### src/rtl/chunk_adder.sv
// chunk_adder: multi-cycle ripple adder that adds CHUNK bits of the operands
// per clock. IDLE captures the operands, ADD walks the chunks from LSB to MSB,
// and DONE produces the result-valid pulse.
// Optional feature: define CHUNK_ADDER_SUB_EN to add the in_sub port, which
// selects A + ~B + ~in_carry (subtract with borrow) instead of A + B + in_carry.
module chunk_adder #(
  parameter int BITS  = 16,
  parameter int CHUNK = 4
) (
  input  logic            in_clk,
  input  logic            in_rst_n,
  input  logic            in_start,
  input  logic [BITS-1:0] in_a,
  input  logic [BITS-1:0] in_b,
  input  logic            in_carry,
`ifdef CHUNK_ADDER_SUB_EN
  input  logic            in_sub,
`endif
  output logic [BITS-1:0] out_sum,
  output logic            out_carry,
  output logic            out_overflow,
  output logic            out_busy,
  output logic            out_ready
);

  localparam int N    = BITS / CHUNK;
  localparam int IDXW = (N > 1) ? $clog2(N) : 1;

  typedef enum logic [1:0] {IDLE, ADD, DONE} state_t;

  state_t            state_q, state_d;
  logic [IDXW-1:0]   idx_q, idx_d;
  logic [BITS-1:0]   a_q, a_d;
  logic [BITS-1:0]   b_q, b_d;     // holds ~B when subtracting
  logic              c_q, c_d;     // running carry between chunks
  logic [BITS-1:0]   sum_q, sum_d;
  logic              carry_q, carry_d;
  logic              ovf_q, ovf_d;
  logic              ready_q, ready_d;

  logic [31:0]       base;
  logic [CHUNK-1:0]  a_ch, b_ch;
  logic [CHUNK:0]    csum;

  // Current chunk slice and its CHUNK+1 bit sum including the running carry
  always_comb begin
    base = 32'(idx_q) * 32'(CHUNK);
    a_ch = a_q[base +: CHUNK];
    b_ch = b_q[base +: CHUNK];
    csum = {1'b0, a_ch} + {1'b0, b_ch} + {{CHUNK{1'b0}}, c_q};
  end

  // Next-state and datapath updates
  always_comb begin
    state_d = state_q;
    idx_d   = idx_q;
    a_d     = a_q;
    b_d     = b_q;
    c_d     = c_q;
    sum_d   = sum_q;
    carry_d = carry_q;
    ovf_d   = ovf_q;
    ready_d = 1'b0;
    case (state_q)
      IDLE: begin
        if (in_start) begin
          a_d = in_a;
`ifdef CHUNK_ADDER_SUB_EN
          // Subtraction folds into the adder by inverting B and the carry-in
          b_d = in_sub ? ~in_b : in_b;
          c_d = in_sub ? ~in_carry : in_carry;
`else
          b_d = in_b;
          c_d = in_carry;
`endif
          idx_d   = '0;
          state_d = ADD;
        end
      end
      ADD: begin
        sum_d[base +: CHUNK] = csum[CHUNK-1:0];
        c_d   = csum[CHUNK];
        idx_d = idx_q + 1'b1;
        if (idx_q == IDXW'(N-1)) begin
          state_d = DONE;
          carry_d = csum[CHUNK];
          // carry into the MSB is a^b^s at that bit; overflow = cin ^ cout
          ovf_d   = a_ch[CHUNK-1] ^ b_ch[CHUNK-1] ^ csum[CHUNK-1] ^ csum[CHUNK];
        end
      end
      DONE: begin
        // ready is registered, so the pulse lands one edge after DONE
        ready_d = 1'b1;
        state_d = IDLE;
      end
      default: state_d = IDLE;
    endcase
  end

  // State and result registers, cleared asynchronously
  always_ff @(posedge in_clk or negedge in_rst_n) begin
    if (!in_rst_n) begin
      state_q <= IDLE;
      idx_q   <= '0;
      a_q     <= '0;
      b_q     <= '0;
      c_q     <= 1'b0;
      sum_q   <= '0;
      carry_q <= 1'b0;
      ovf_q   <= 1'b0;
      ready_q <= 1'b0;
    end else begin
      state_q <= state_d;
      idx_q   <= idx_d;
      a_q     <= a_d;
      b_q     <= b_d;
      c_q     <= c_d;
      sum_q   <= sum_d;
      carry_q <= carry_d;
      ovf_q   <= ovf_d;
      ready_q <= ready_d;
    end
  end

  assign out_sum      = sum_q;
  assign out_carry    = carry_q;
  assign out_overflow = ovf_q;
  assign out_busy     = (state_q != IDLE);
  assign out_ready    = ready_q;

endmodule

### config.mk
export PLATFORM = sky130hd
export DESIGN_NAME = chunk_adder
export DESIGN_NICKNAME = d
export VERILOG_FILES = /design/src/rtl/chunk_adder.sv
export SDC_FILE = /design/constraint.sdc
export NUM_CORES = 1
export LEC_CHECK = 0
export CORE_ASPECT_RATIO = 0.9
export CORE_MARGIN = 10
export CORE_UTILIZATION = 54
export CTS_CLUSTER_DIAMETER = 150
export DETAILED_ROUTE_END_ITERATION = 6
export PLACE_DENSITY = 0.93
export REMOVE_ABC_BUFFERS = 1
export SETUP_SLACK_MARGIN = 0.3
export SYNTH_ARGS = -nofsm -noshare
export SYNTH_HDL_FRONTEND = slang
export SYNTH_SLANG_ARGS = --single-unit
### constraint.sdc
create_clock -name in_clk -period 4.74 [get_ports in_clk]
set_input_delay 0.948 -clock in_clk [delete_from_list [all_inputs] [get_ports in_clk]]
set_output_delay 0.948 -clock in_clk [all_outputs]
set_load 0.01 [all_outputs]
==> flow_summary.yaml <==
status:
  outcome: "finished, final reports clean"
setup_path:
  worstPathArrival_ns: 3.35
  start_kind: "register"
  cp_slowest_cell: "dfrtp_1"
  crit_top_cell: "fa_1"
  path_buf_inv: 0
  critPathMaxStageDelay_ns: 0.89
  cp_data_required_time_ns: 4.95
  end_kind: "register"
  worstPathCellList: "mux4_2, fa_1, fa_1, a21o_1, a21oi_1, xnor2_1, o21ai_1"
  critPathMaxFanout: 16
  crit_type: "register to register"
  cp_top_family: "flip-flops"
routing:
  ant_nets: 0
  post_drt_wl_per_cell_um: 17.6
  dr.pass1.iters: 6
  vias_per_cell: 5.36
  drt-total-wl_mm: 5.05
  drc: 0
  num_vias: 1538
  drtIter0Drc: 47
power_and_ir_drop:
  p_leak_uw: 0.00140
  ir_drop_v: 0.000359
  powerDensity_nw_per_um2: 746
cts:
  insertion_delay_ns: 0.31
  post-cts-setup-buffers: 0
  cts-htree-levels: 2
  root_buffer: "clkbuf_8"
  path_clk_slew_ns: 0.09
  hold_buffers: 0
  cts_sinks: 56
  clock_path_buffers: 2
  cts_made_buffers: 5
  tritoncts: "yes"
  post_cts_resized: 0
final_layout:
  drive_above_1_share_pct: 26.7
  diodes: 0
  nets: 271
  fillers: 293
  area_growth_pct: 28.1
  final_area_sq_um: 3280
  final_util_pct: 72.5
die:
  dieHeight_um: 85.3
  die_width_um: 92.5
  start_util_pct: 56.6
  ios: 56
  fp.dieArea_sq_um: 7890
  core.rowCount: 23
  core-area_sq_um: 4520
global_routing:
  grt_pass1_vias: 1745
  grt_pass1_wl_mm: 8.67
  antenna_found_initial: 0
  grt.total_usage_pct: 13.6
  grt_max_degree: 57
  overflow: 0
place:
  dpl_cell_area_sq_um: 3150
  dp_slack_ns: 1.58
  io_buffers: 55
  dp_hpwl_mm: 3.87
  place.gp.congestion: 0.735
timing:
  worst_pin_slew_ns: 0.824
  fin_ws_ns: 1.60
  hold_viol: 0
  fmax_ghz: 0.318
  finalClockSkew_ns: 0.00864
  whs_ns: 0.511
  fin_crit_sh_pct: 66.3
  slew-limit-headroom_pct: 45.0
  period_needed_ns: 3.14
  tns_ns: 0
  slew_violations: 0
  rsz0062_at_grt: "no"
  setup_viol: 0
synthesis:
  synthArstFlopShare_pct: 100
  yosysWarnings: 0
  synth_top_area_share_pct: 54.8
  ys_seq_area_share_pct: 54.8
  netlist_instances: 167
  yosysUniqueCellTypes: 33
  synth-seq-cells: 56
  yosys-top-cells-area: "dfrtp_1, mux2_2, mux4_2"
  avgSynthCellArea_sq_um: 15.3
  synth_edf_count: 0
  synth_flop_cell: "dfrtp_1"
  synth_top_area_cell: "dfrtp_1"
  syn_area_sq_um: 2560
worst_hold_path:
  hold_path.class: "register to register"
job:
  maxCapViolCount: 0
final cells by class:
| class | count | area, sq um | area share [%] |
|---|---|---|---|
| Tap cell | 62 | 77.6 | 2.37 |
| Timing Repair Buffer | 57 | 561 | 17.1 |
| Clock inverter | 1 | 30.0 | 0.916 |
| Inverter | 3 | 11.3 | 0.344 |
| Sequential cell | 56 | 1400 | 42.8 |
| Multi-Input combinational cell | 101 | 1100 | 33.6 |
| Clock buffer | 7 | 96.3 | 2.94 |
per-layer routing:
layer,track usage [%],wire length [um],share of wire (%)
met1,15.8,2200,44
met5,0,0,0
met4,3.78,47,0.93
met3,4.93,285,5.6
met2,23.1,2520,50
Yosys cell counts (2+ instances only):
master   number
inv_1         3
nand2_2       2
a22o_1       16
mux2_2       32
dfrtp_1      56
o21ai_0       2
xnor2_1       2
a21oi_1       2
buf_4         4
mux4_2        8
fa_1          2
nand2_1       6
ha_1          9
nor4b_4       2
a21o_1        2
o21ai_1       2
where the power goes:
group	switching [uW]	internal (uW)
combinational	607	647
clock	147	186
sequential	166	691
total	919	1520
sequential cells by signal, summed over array words and instances (netlist names):
| name | flops |
|---|---|
| a_q | 16 |
| b_q | 16 |
| out_sum | 16 |
| idx_q | 2 |
| state_q | 2 |
| c_q | 1 |
| out_carry | 1 |
| out_overflow | 1 |
| out_ready | 1 |
stage by stage:
step	power, uW	cells
CTS	2450	287
floorplan	1710	160
global route	2620	287
global placement	2070	279
detailed placement	2130	279
finish	2440	287
cells in the final DEF (no fill, tap or decap), types with 3 or more instances in the layout:
cell type and instances:
nand2_1 6, a22o_1 16, clkdlybuf4s50_1 54, mux2_2 32, mux4_2 8, ha_1 9
dfrtp_1 56, inv_1 3, clkbuf_8 7
cells by family after synthesis:
logic type	share of synthesized area, %
AOI/OAI and AO/OA	8.12
xor gates and xnor gates	1.03
adders and majority gates	5.97
buffers and inverters	2.40
DFF	54.8
muxes	21.1
and+or+nand+nor	6.56
final timing paths:
kind	start	end	slack, ns	cells after the start
worst min register to register	out_sum[2]	out_sum[2]	0.51	1
min in group asynchronous	in_rst_n	out_sum[5]	0.75	2
worst min-delay path	out_sum[2]	out_sum[2]	0.51	1
max in group asynchronous	in_rst_n	b_q[3]	3.55	2
worst max register to register	idx_q[0]	out_overflow	1.60	7
worst max-delay path	idx_q[0]	out_overflow	1.60	7
(Power assumes the default switching activity.)
